===== src/rtl/mapper_pkg.sv =====
// Shared types and defaults for the mapper and iterator blocks.
package mapper_pkg;

  localparam int unsigned COORD_W_DEFAULT = 32;
  localparam int unsigned FRAC_W_DEFAULT  = 28;

  typedef logic signed [COORD_W_DEFAULT-1:0] coord_t;

  typedef enum logic {
    IDLE = 1'b0,
    RUN  = 1'b1
  } state_t;

  // Index width that never collapses to zero bits for single-entry dimensions.
  function automatic int unsigned idx_width(input int unsigned n);
    return (n > 1) ? $clog2(n) : 1;
  endfunction

endpackage


===== src/rtl/raster_counter.sv =====
// Raster x/y position with LANES stride and registered start-of-row / end-of-frame flags.
module raster_counter
  import mapper_pkg::*;
#(
  parameter int unsigned H_RES = 640,
  parameter int unsigned V_RES = 480,
  parameter int unsigned LANES = 1,
  parameter int unsigned XW    = idx_width(H_RES),
  parameter int unsigned YW    = idx_width(V_RES)
) (
  input  logic          clk,
  input  logic          rst_n,
  input  logic          clear,
  input  logic          advance,
  output logic [XW-1:0] x,
  output logic [YW-1:0] y,
  output logic          sol,
  output logic          eof,
  output logic          eor_c
);

  localparam logic [XW-1:0] X_LAST = XW'(H_RES - LANES);
  localparam logic [YW-1:0] Y_LAST = YW'(V_RES - 1);

  logic [XW-1:0] x_nxt;
  logic [YW-1:0] y_nxt;

  assign eor_c = (x == X_LAST);

  always_comb begin
    x_nxt = x;
    y_nxt = y;
    if (clear) begin
      x_nxt = '0;
      y_nxt = '0;
    end else if (advance) begin
      if (eor_c) begin
        x_nxt = '0;
        y_nxt = y + YW'(1);
      end else begin
        x_nxt = x + XW'(LANES);
      end
    end
  end

  // Flags are registered against the next position so they align with x/y.
  always_ff @(posedge clk or negedge rst_n) begin
    if (!rst_n) begin
      x   <= '0;
      y   <= '0;
      sol <= 1'b0;
      eof <= 1'b0;
    end else if (clear || advance) begin
      x   <= x_nxt;
      y   <= y_nxt;
      sol <= (x_nxt == '0);
      eof <= (x_nxt == X_LAST) && (y_nxt == Y_LAST);
    end
  end

endmodule


===== src/rtl/coord_stream_mapper.sv =====
// Streams per-pixel complex-plane coordinates of a frame, LANES pixels per beat,
// using incremental accumulation only.
module coord_stream_mapper
  import mapper_pkg::*;
#(
  parameter int unsigned COORD_W = COORD_W_DEFAULT,
  parameter int unsigned FRAC_W  = FRAC_W_DEFAULT,
  parameter int unsigned H_RES   = 640,
  parameter int unsigned V_RES   = 480,
  parameter int unsigned LANES   = 1,
  parameter int unsigned XW      = idx_width(H_RES),
  parameter int unsigned YW      = idx_width(V_RES)
) (
  input  logic                     clk,
  input  logic                     rst_n,
  input  logic                     start,
  input  logic                     abort,
  input  logic                     continuous,
  input  logic [COORD_W-1:0]       re_origin,
  input  logic [COORD_W-1:0]       im_origin,
  input  logic [COORD_W-1:0]       delta_x,
  input  logic [COORD_W-1:0]       delta_y,
  output logic                     out_valid,
  input  logic                     out_ready,
  output logic [LANES*COORD_W-1:0] out_re,
  output logic [COORD_W-1:0]       out_im,
  output logic [XW-1:0]            out_x,
  output logic [YW-1:0]            out_y,
  output logic                     out_sol,
  output logic                     out_eof,
  output logic                     busy,
  output logic                     done
);

  localparam int unsigned LANE_SH = (LANES > 1) ? $clog2(LANES) : 0;

  if (FRAC_W >= COORD_W) begin : g_frac_range_invalid
    $error("FRAC_W must be smaller than COORD_W");
  end

  state_t             state;
  logic               cont_r;
  logic [COORD_W-1:0] re_org;
  logic [COORD_W-1:0] im_org;
  logic [COORD_W-1:0] dy;
  logic [COORD_W-1:0] stride;
  logic [COORD_W-1:0] lane_re   [LANES];
  logic [COORD_W-1:0] offset    [LANES];
  logic [COORD_W-1:0] start_off [LANES];

  logic fire;
  logic eor_c;
  logic frame_go;
  logic cnt_clear;
  logic cnt_advance;

  // k*d by shift-and-add over the bits of the lane index.
  function automatic logic [COORD_W-1:0] lane_offset(input logic [COORD_W-1:0] d,
                                                     input int unsigned k);
    logic [COORD_W-1:0] acc;
    acc = '0;
    for (int b = 0; b < 4; b++) begin
      if (k[b]) acc = acc + (d << b);
    end
    return acc;
  endfunction

  always_comb begin
    for (int k = 0; k < LANES; k++) begin
      start_off[k] = lane_offset(delta_x, k);
    end
  end

  for (genvar k = 0; k < LANES; k++) begin : g_lane_out
    assign out_re[k*COORD_W +: COORD_W] = lane_re[k];
  end

  assign fire        = out_valid && out_ready;
  assign frame_go    = (state == IDLE) && start && !abort;
  assign cnt_clear   = frame_go || ((state == RUN) && !abort && fire && out_eof);
  assign cnt_advance = (state == RUN) && !abort && fire && !out_eof;

  raster_counter #(
    .H_RES (H_RES),
    .V_RES (V_RES),
    .LANES (LANES),
    .XW    (XW),
    .YW    (YW)
  ) u_raster (
    .clk     (clk),
    .rst_n   (rst_n),
    .clear   (cnt_clear),
    .advance (cnt_advance),
    .x       (out_x),
    .y       (out_y),
    .sol     (out_sol),
    .eof     (out_eof),
    .eor_c   (eor_c)
  );

  // FSM, latched view configuration and per-lane coordinate accumulators.
  always_ff @(posedge clk or negedge rst_n) begin
    if (!rst_n) begin
      state     <= IDLE;
      busy      <= 1'b0;
      done      <= 1'b0;
      out_valid <= 1'b0;
      cont_r    <= 1'b0;
      re_org    <= '0;
      im_org    <= '0;
      dy        <= '0;
      stride    <= '0;
      out_im    <= '0;
      for (int k = 0; k < LANES; k++) begin
        lane_re[k] <= '0;
        offset[k]  <= '0;
      end
    end else begin
      done <= 1'b0;
      case (state)
        IDLE: begin
          if (frame_go) begin
            state     <= RUN;
            busy      <= 1'b1;
            out_valid <= 1'b1;
            cont_r    <= continuous;
            re_org    <= re_origin;
            im_org    <= im_origin;
            dy        <= delta_y;
            stride    <= delta_x << LANE_SH;
            out_im    <= im_origin;
            for (int k = 0; k < LANES; k++) begin
              offset[k]  <= start_off[k];
              lane_re[k] <= re_origin + start_off[k];
            end
          end
        end
        RUN: begin
          if (abort) begin
            state     <= IDLE;
            busy      <= 1'b0;
            out_valid <= 1'b0;
          end else if (fire) begin
            if (out_eof) begin
              done <= 1'b1;
              if (cont_r) begin
                out_im <= im_org;
                for (int k = 0; k < LANES; k++) lane_re[k] <= re_org + offset[k];
              end else begin
                state     <= IDLE;
                busy      <= 1'b0;
                out_valid <= 1'b0;
              end
            end else if (eor_c) begin
              out_im <= out_im + dy;
              for (int k = 0; k < LANES; k++) lane_re[k] <= re_org + offset[k];
            end else begin
              for (int k = 0; k < LANES; k++) lane_re[k] <= lane_re[k] + stride;
            end
          end
        end
        default: state <= IDLE;
      endcase
    end
  end

endmodule


===== config.mk =====
export PLATFORM = sky130hd
export DESIGN_NAME = coord_stream_mapper
export DESIGN_NICKNAME = d
export VERILOG_FILES = /design/src/rtl/mapper_pkg.sv /design/src/rtl/raster_counter.sv /design/src/rtl/coord_stream_mapper.sv
export SDC_FILE = /design/constraint.sdc
export NUM_CORES = 1
export LEC_CHECK = 0
export ABC_CLOCK_PERIOD_IN_PS = 4400
export BUFFER_PORTS_ARGS = -buffer_cell sky130_fd_sc_hd__buf_2
export CORE_ASPECT_RATIO = 0.75
export CORE_MARGIN = 2
export CORE_UTILIZATION = 55
export DETAILED_ROUTE_END_ITERATION = 7
export PLACE_DENSITY_LB_ADDON = 0.15
export SYNTH_ARGS = -nofsm -noshare
export SYNTH_HDL_FRONTEND = slang
export SYNTH_SLANG_ARGS = --single-unit

===== constraint.sdc =====
create_clock -name clk -period 4.4 [get_ports clk]
set_clock_uncertainty 0.1 [all_clocks]
set_input_delay 0.44 -clock clk [delete_from_list [all_inputs] [get_ports clk]]
set_output_delay 0.44 -clock clk [all_outputs]
set_load 0.1 [all_outputs]

Word level (Yosys, flattened, before mapping):

Index checks and enable logic that the tools add are counted.

* bits of input ports: 134
* logic and storage cells: 83
* bits in registers: 217
* output and inout port bits: 88

* eq/ne operators: 11
* muxes and demuxes: 36
* reduce and logical (&&, ||, !) cells: 17
* bitwise gates (word level): 1
* $add $sub $neg: 4

Operator list (count)
* $mux W32: 12
* $pmux W32 S2: 2
* $add A32 B32 Y32: 2
* $mux W10: 3
* $mux W9: 3
* $eq A10 B10 Y1 const B: 2
* $mux W1: 14
* $add A10 B1 Y10 const B: 1
* $logic_not A10 Y1: 1
* $add A9 B1 Y9 const B: 1
* $eq A9 B9 Y1 const B: 1
* $logic_and A1 B1 Y1: 8
* $reduce_and A4 Y1: 2
* $ne A3 B2 Y1 const B: 2
* $ne A3 B3 Y1 const B: 2
* $reduce_and A5 Y1: 1
* $ne A2 B2 Y1 const B: 2
* $pmux W1 S2: 2
* $ne A3 B1 Y1 const B: 1
* $logic_not A1 Y1: 2
* $logic_or A1 B1 Y1: 2
* $ne A2 B1 Y1 const B: 1
* $reduce_and A2 Y1: 1
* $not A1 Y1: 1

Longest topological paths before layout:

* depth in word-level cells: 8
* depth in mapped cells: 11
* mapped depth without buffers: 11

Modules after synthesis:

From an unflattened synthesis, not the netlist that was laid out.

* cell total of the unflattened synthesis: 1553
* area, all modules: 12901.1 um2

By module, submodules not included
* coord_stream_mapper: times used 1, area an instance 11453.5 um2, sequential area each 4904.7 um2, cells an instance 1390
* raster_counter: times used 1, area an instance 1447.6 um2, sequential area each 525.5 um2, cells an instance 163

Worst setup path after synthesis:

No wires, ideal clock.

* path type: register to register
* start point: reg out_im[0]
* end point: reg out_im[26]
* path buffers: 0
* library setup time: 0.084 ns
* data required time: 4.216 ns
* clock period less this slack: 3.410 ns
* stages on the path, launching flop included: 12
* data arrival time: 3.227 ns
* slack: 0.990 ns
* cell sequence: dfrtp_1 > ha_1 > fa_1 > a211oi_1 > o21bai_1 > a21o_1 > nand4_1 > a311o_2 > nor2_1 > o21a_1 > or3_1 > a41oi_2

* longest elaborated chain between the ends: 6

Ends and longest elaborated chain
* start, declared: line coord_stream_mapper.sv:26 `output logic [COORD_W-1:0] out_im,`
* start signal, assigned: line coord_stream_mapper.sv:131 `out_im <= im_origin;`
* start signal, assigned: line coord_stream_mapper.sv:147 `out_im <= im_org;`
* start signal, assigned: line coord_stream_mapper.sv:155 `out_im <= out_im + dy;`
* $add A32 B32 Y32: line coord_stream_mapper.sv:155
* $mux W32: line coord_stream_mapper.sv:154 `end else if (eor_c) begin`
* $mux W32: line coord_stream_mapper.sv:144 `if (out_eof) begin`
* $mux W32: line coord_stream_mapper.sv:143 `end else if (fire) begin`
* $mux W32: line coord_stream_mapper.sv:139 `if (abort) begin`
* $pmux W32 S2: line coord_stream_mapper.sv:120 `case (state)`

Every way passes these cells. The select of a mux whose other input is x is not followed.
A chain may end at the register's enable or synchronous reset.

Final worst setup path:

* start point: reg state
* end point: reg out_im[20]

* longest elaborated chain between the ends: 5
* elaborated cells between the ends (all ways): 10
* classes of those cells: eq/ne: 5; mux: 1; bitwise: 1; reduce/logical: 3

Ends and longest elaborated chain
* start, declared: line coord_stream_mapper.sv:41 `state_t state;`
* start signal, assigned: line coord_stream_mapper.sv:104 `state <= IDLE;`
* start signal, assigned: line coord_stream_mapper.sv:123 `state <= RUN;`
* start signal, assigned: line coord_stream_mapper.sv:140 `state <= IDLE;`
* $not A1 Y1 (no source line)
* $logic_and A1 B1 Y1 (2 in a row): line coord_stream_mapper.sv:79 `assign frame_go = (state == IDLE) && start && !abort;`
* $ne A2 B2 Y1 (no source line)
* $reduce_and A5 Y1 (no source line)

Several ways; a longest one is shown, not always the timed one.

==> impl_summary.md <==
Critical path
The critical path contains buffers and inverters numbering 3 combined. The maximum fanout count along the critical path is 37. The family with the most delay on the worst path is simple AND/OR/NAND/NOR gates. The worst setup path is captured at a register. The critical path goes through inv_1 -> buf_4 -> and3_4 -> a21oi_1 -> or2_2 -> o21ai_1 -> buf_4 -> nand2_1 -> a211oi_1 -> nor3_1.

The slowest stage of the critical path belongs to the cell sky130_fd_sc_hd__dfrtp_2. Counting stages on the worst path, the most repeated cell is sky130_fd_sc_hd__buf_4. Data arrives at the worst endpoint at 3.58 ns. The startpoint class of the critical path is a register. The required time at the endpoint of the critical path is 4.69 ns. The type of the worst setup path is register to register. The longest individual stage delay on the worst path is 0.65 ns.

GRT
The via count of the first global-routing pass is 10800. The all-layer global routing usage is 28.5%. The first global-routing pass estimated 55400 um of wire. Entering global routing, the biggest net connects 120 pins.

The number of antenna violations at the first check in global routing was 7. The aggregate global routing overflow is 0.

STA
The total of endpoints with negative setup slack in the final report is 0. At the pin with the least slew margin, the transition time is 1.03 ns. The highest attainable clock frequency is 303 MHz. The max-slew violation total from the final report came to 0. The total negative slack for setup checks is 0 ns. Once routing completed, OpenROAD measured the worst setup slack at 1.10 ns. Setup repair after global routing left no endpoint under its margin. After layout, the minimum clock period comes to 3.30 ns. The worst slew margin relative to its limit is 31.4%.

The count of final hold-check violations is 0. The worst hold margin is 0.00739 ns. The final critical path takes up 74.9% of the cycle.

Detailed routing
The DRC violation total after the first TritonRoute iteration is 881. The routed wire length per instance is 17.0 um. The number of optimization iterations in the first detailed-route pass is 5. In the routed layout, each cell is associated on average with a via count of 5.76. The via count is 11700.

For this run, design rule violations remaining after detail routing come to 0. The final routed wirelength across all metal layers is 34400 um. The remaining antenna violation count is 0.

Final layout
Once layout is done, the placed cells without fillers occupy 14700 sq um. The final net count is 1911. The most common cell after layout, fill and taps aside is sky130_fd_sc_hd__nand2_1. Cells fill 65.8% of the core in the end.

For this run, the number of standard cells in the final layout without fillers is 2023. In the layout the commonest cells are sky130_fd_sc_hd__nand2_1, sky130_fd_sc_hd__buf_2, sky130_fd_sc_hd__dfrtp_1, sky130_fd_sc_hd__a21oi_1, sky130_fd_sc_hd__nor2_1. The fill cell total of the finished layout is 1899. The layout overhead on the synthesized area is 16.5%. The fraction of layout cells with a size suffix above 1 is 17.0%.

Placed design
The half-perimeter wire length of the detailed placement result is 24200 um. Routability-driven placement finished with a final weighted congestion of 0.974. The setup slack at placement is 1.15 ns. The number of buffer cells added on primary ports is 221. The cell total after placement is 1979. After detailed placement, the total cell area comes to 13900 sq um.

Floorplanning
The floorplan step defined a core boundary enclosing 22300 sq um. The number of I/O pins is 222. The horizontal die dimension is 179 um. The site row count is 47. The full die area is 24100 sq um. Once the floorplan was initialized, standard cells occupied 56.5% of the core. The floorplan step set the die height to 135 um.

Logic synthesis
Synthesis produced a netlist with a net count of 1726. The number of instances in the synthesized netlist is 1526. The register bit count reported by yosys is 217.

The async set-reset flop share out of synthesis is 100%. After synthesis the cells add up to 12600 sq um. The primary flip-flop cell chosen by synthesis mapping is sky130_fd_sc_hd__dfrtp_1. The total number of yosys warnings is 0. The fraction of the yosys area taken by sequential cells is 43.1%. The average size of a mapped cell is 8.25 sq um. The number of different library cells in the post-synthesis netlist is 74. The number of synthesized flops with an enable pin is 0.

Clock network
The maximum buffer depth of the clock tree is 3. After clock tree synthesis, the clock-pin slew on the worst setup and hold paths is 0.06 ns. The clock tree from TritonCTS is done.

The clock latency on the worst-skew pair is 0.52 ns. The number of sinks handled by clock tree synthesis is 217. The total CTS buffers is 23. The number of H-tree levels is 1.

The clock root buffer is sky130_fd_sc_hd__clkbuf_16.

Pwr
The leakage component of the power is 7.45 nW. The power per cell area is 598 nW/um^2. The overall power is 8.76 mW.

VDD sags by at most 0.000372 V.

Worst hold path
The path type of the worst min-delay path is input pin to register.

Run
Across the run, the number of max-cap violations was 0.

Status
The run finished with clean final reports.
worst reg2reg max path, cell delays in order (launching register included):
cell and delay [ns]:
sky130_fd_sc_hd__dfrtp_2 0.65, sky130_fd_sc_hd__inv_1 0.13, sky130_fd_sc_hd__buf_4 0.30, sky130_fd_sc_hd__and3_4 0.29, sky130_fd_sc_hd__a21oi_1 0.06, sky130_fd_sc_hd__or2_2 0.47, sky130_fd_sc_hd__o21ai_1 0.20, sky130_fd_sc_hd__buf_4 0.25
sky130_fd_sc_hd__nand2_1 0.30, sky130_fd_sc_hd__a211oi_1 0.34, sky130_fd_sc_hd__nor3_1 0.09
Yosys cell counts (6+ instances only):
library cell,instances,area (sq um)
sky130_fd_sc_hd__a21o_1,31,233
sky130_fd_sc_hd__xnor2_1,30,263
sky130_fd_sc_hd__xor2_1,35,307
sky130_fd_sc_hd__dfrtp_1,217,5430
sky130_fd_sc_hd__a21oi_1,97,485
sky130_fd_sc_hd__mux2i_1,8,80.1
sky130_fd_sc_hd__a31oi_1,12,75.1
sky130_fd_sc_hd__nand2_1,508,1910
sky130_fd_sc_hd__o21a_1,8,60.1
sky130_fd_sc_hd__clkbuf_1,61,229
sky130_fd_sc_hd__o21ai_0,82,410
sky130_fd_sc_hd__o22ai_1,9,56.3
sky130_fd_sc_hd__a22oi_1,10,75.1
sky130_fd_sc_hd__inv_1,15,56.3
sky130_fd_sc_hd__and3_1,15,93.8
sky130_fd_sc_hd__o21bai_1,13,97.6
sky130_fd_sc_hd__buf_1,7,26.3
sky130_fd_sc_hd__nor2_1,88,330
sky130_fd_sc_hd__ha_1,64,801
sky130_fd_sc_hd__o211ai_1,26,195
sky130_fd_sc_hd__o21ai_1,22,110
sky130_fd_sc_hd__buf_2,6,30.0
sky130_fd_sc_hd__nor3_1,12,60.1
sky130_fd_sc_hd__nand4_1,11,68.8
sky130_fd_sc_hd__nand3_1,30,150
sky130_fd_sc_hd__a211oi_1,21,158
cell families (layout without fill, tap and decap cells):
logic type,after synthesis,in the layout,synth area share (%)
buf+inv,91,291,2.80
flops,217,217,43.1
xor+xnor,65,65,4.52
fa+ha+maj,66,66,6.68
other cells,0,3,0
simple gates,702,702,23.0
compound gates,377,377,19.2
mux,8,8,0.636
report_power, final:
part	leakage, nW	switching (mW)	internal [mW]
Sequential	2.70	0.312	2.37
Combinational	4.40	2.96	1.22
Clock	0.357	0.794	1.10
Total	7.45	4.07	4.69
layout make-up:
class	count	area, sq um	area share [%]
antenna	3	7.51	0.0512
clock inverter	5	50.0	0.341
clock buffer	35	671	4.57
sequential	217	5430	37.1
tap	294	368	2.51
multi-input combinational	1218	6840	46.6
inverter	16	60.1	0.410
timing repair buffer	235	1240	8.43
repair_timing:
| item | in CTS | in global routing |
|---|---|---|
| hold endpoints to repair | 69 | 0 |
| setup buffers | 0 | 0 |
| hold buffers | 1 | 0 |
| gates resized for setup | 0 | 0 |
worst paths after layout:
| path | cells past startpoint | end | startpoint | slack, ns |
|---|---|---|---|---|
| hold reg to reg | 2 | u_raster.sol | u_raster.sol | 0.37 |
| max in group asynchronous | 3 | out_re[22] | rst_n | 2.79 |
| setup reg to reg | 10 | out_im[20] | state | 1.10 |
| setup / recovery | 10 | out_im[20] | state | 1.10 |
| min in group asynchronous | 2 | dy[8] | rst_n | 0.45 |
| hold / removal | 3 | dy[10] | delta_y[10] | 0.007 |
flip-flops by register name (all words and copies together), names as in the netlist:
name,count
cont_r,1
u_raster.y,9
out_re,32
u_raster.sol,1
done,1
stride,32
im_org,32
state,1
u_raster.x,10
busy,1
re_org,32
u_raster.eof,1
dy,32
out_im,32
routing by layer:
layer | up-vias | wire, um | track usage [%] | part of all wire, %
li1 | 5663 | - | - | -
met1 | 5488 | 16500 | 44.1 | 48
met2 | 436 | 14400 | 41.4 | 42
met3 | 63 | 2630 | 5.04 | 7.6
met4 | 8 | 766 | 6.50 | 2.2
met5 | - | 50 | 0 | 0.15
Note: power is estimated with default switching activity, not from simulation.
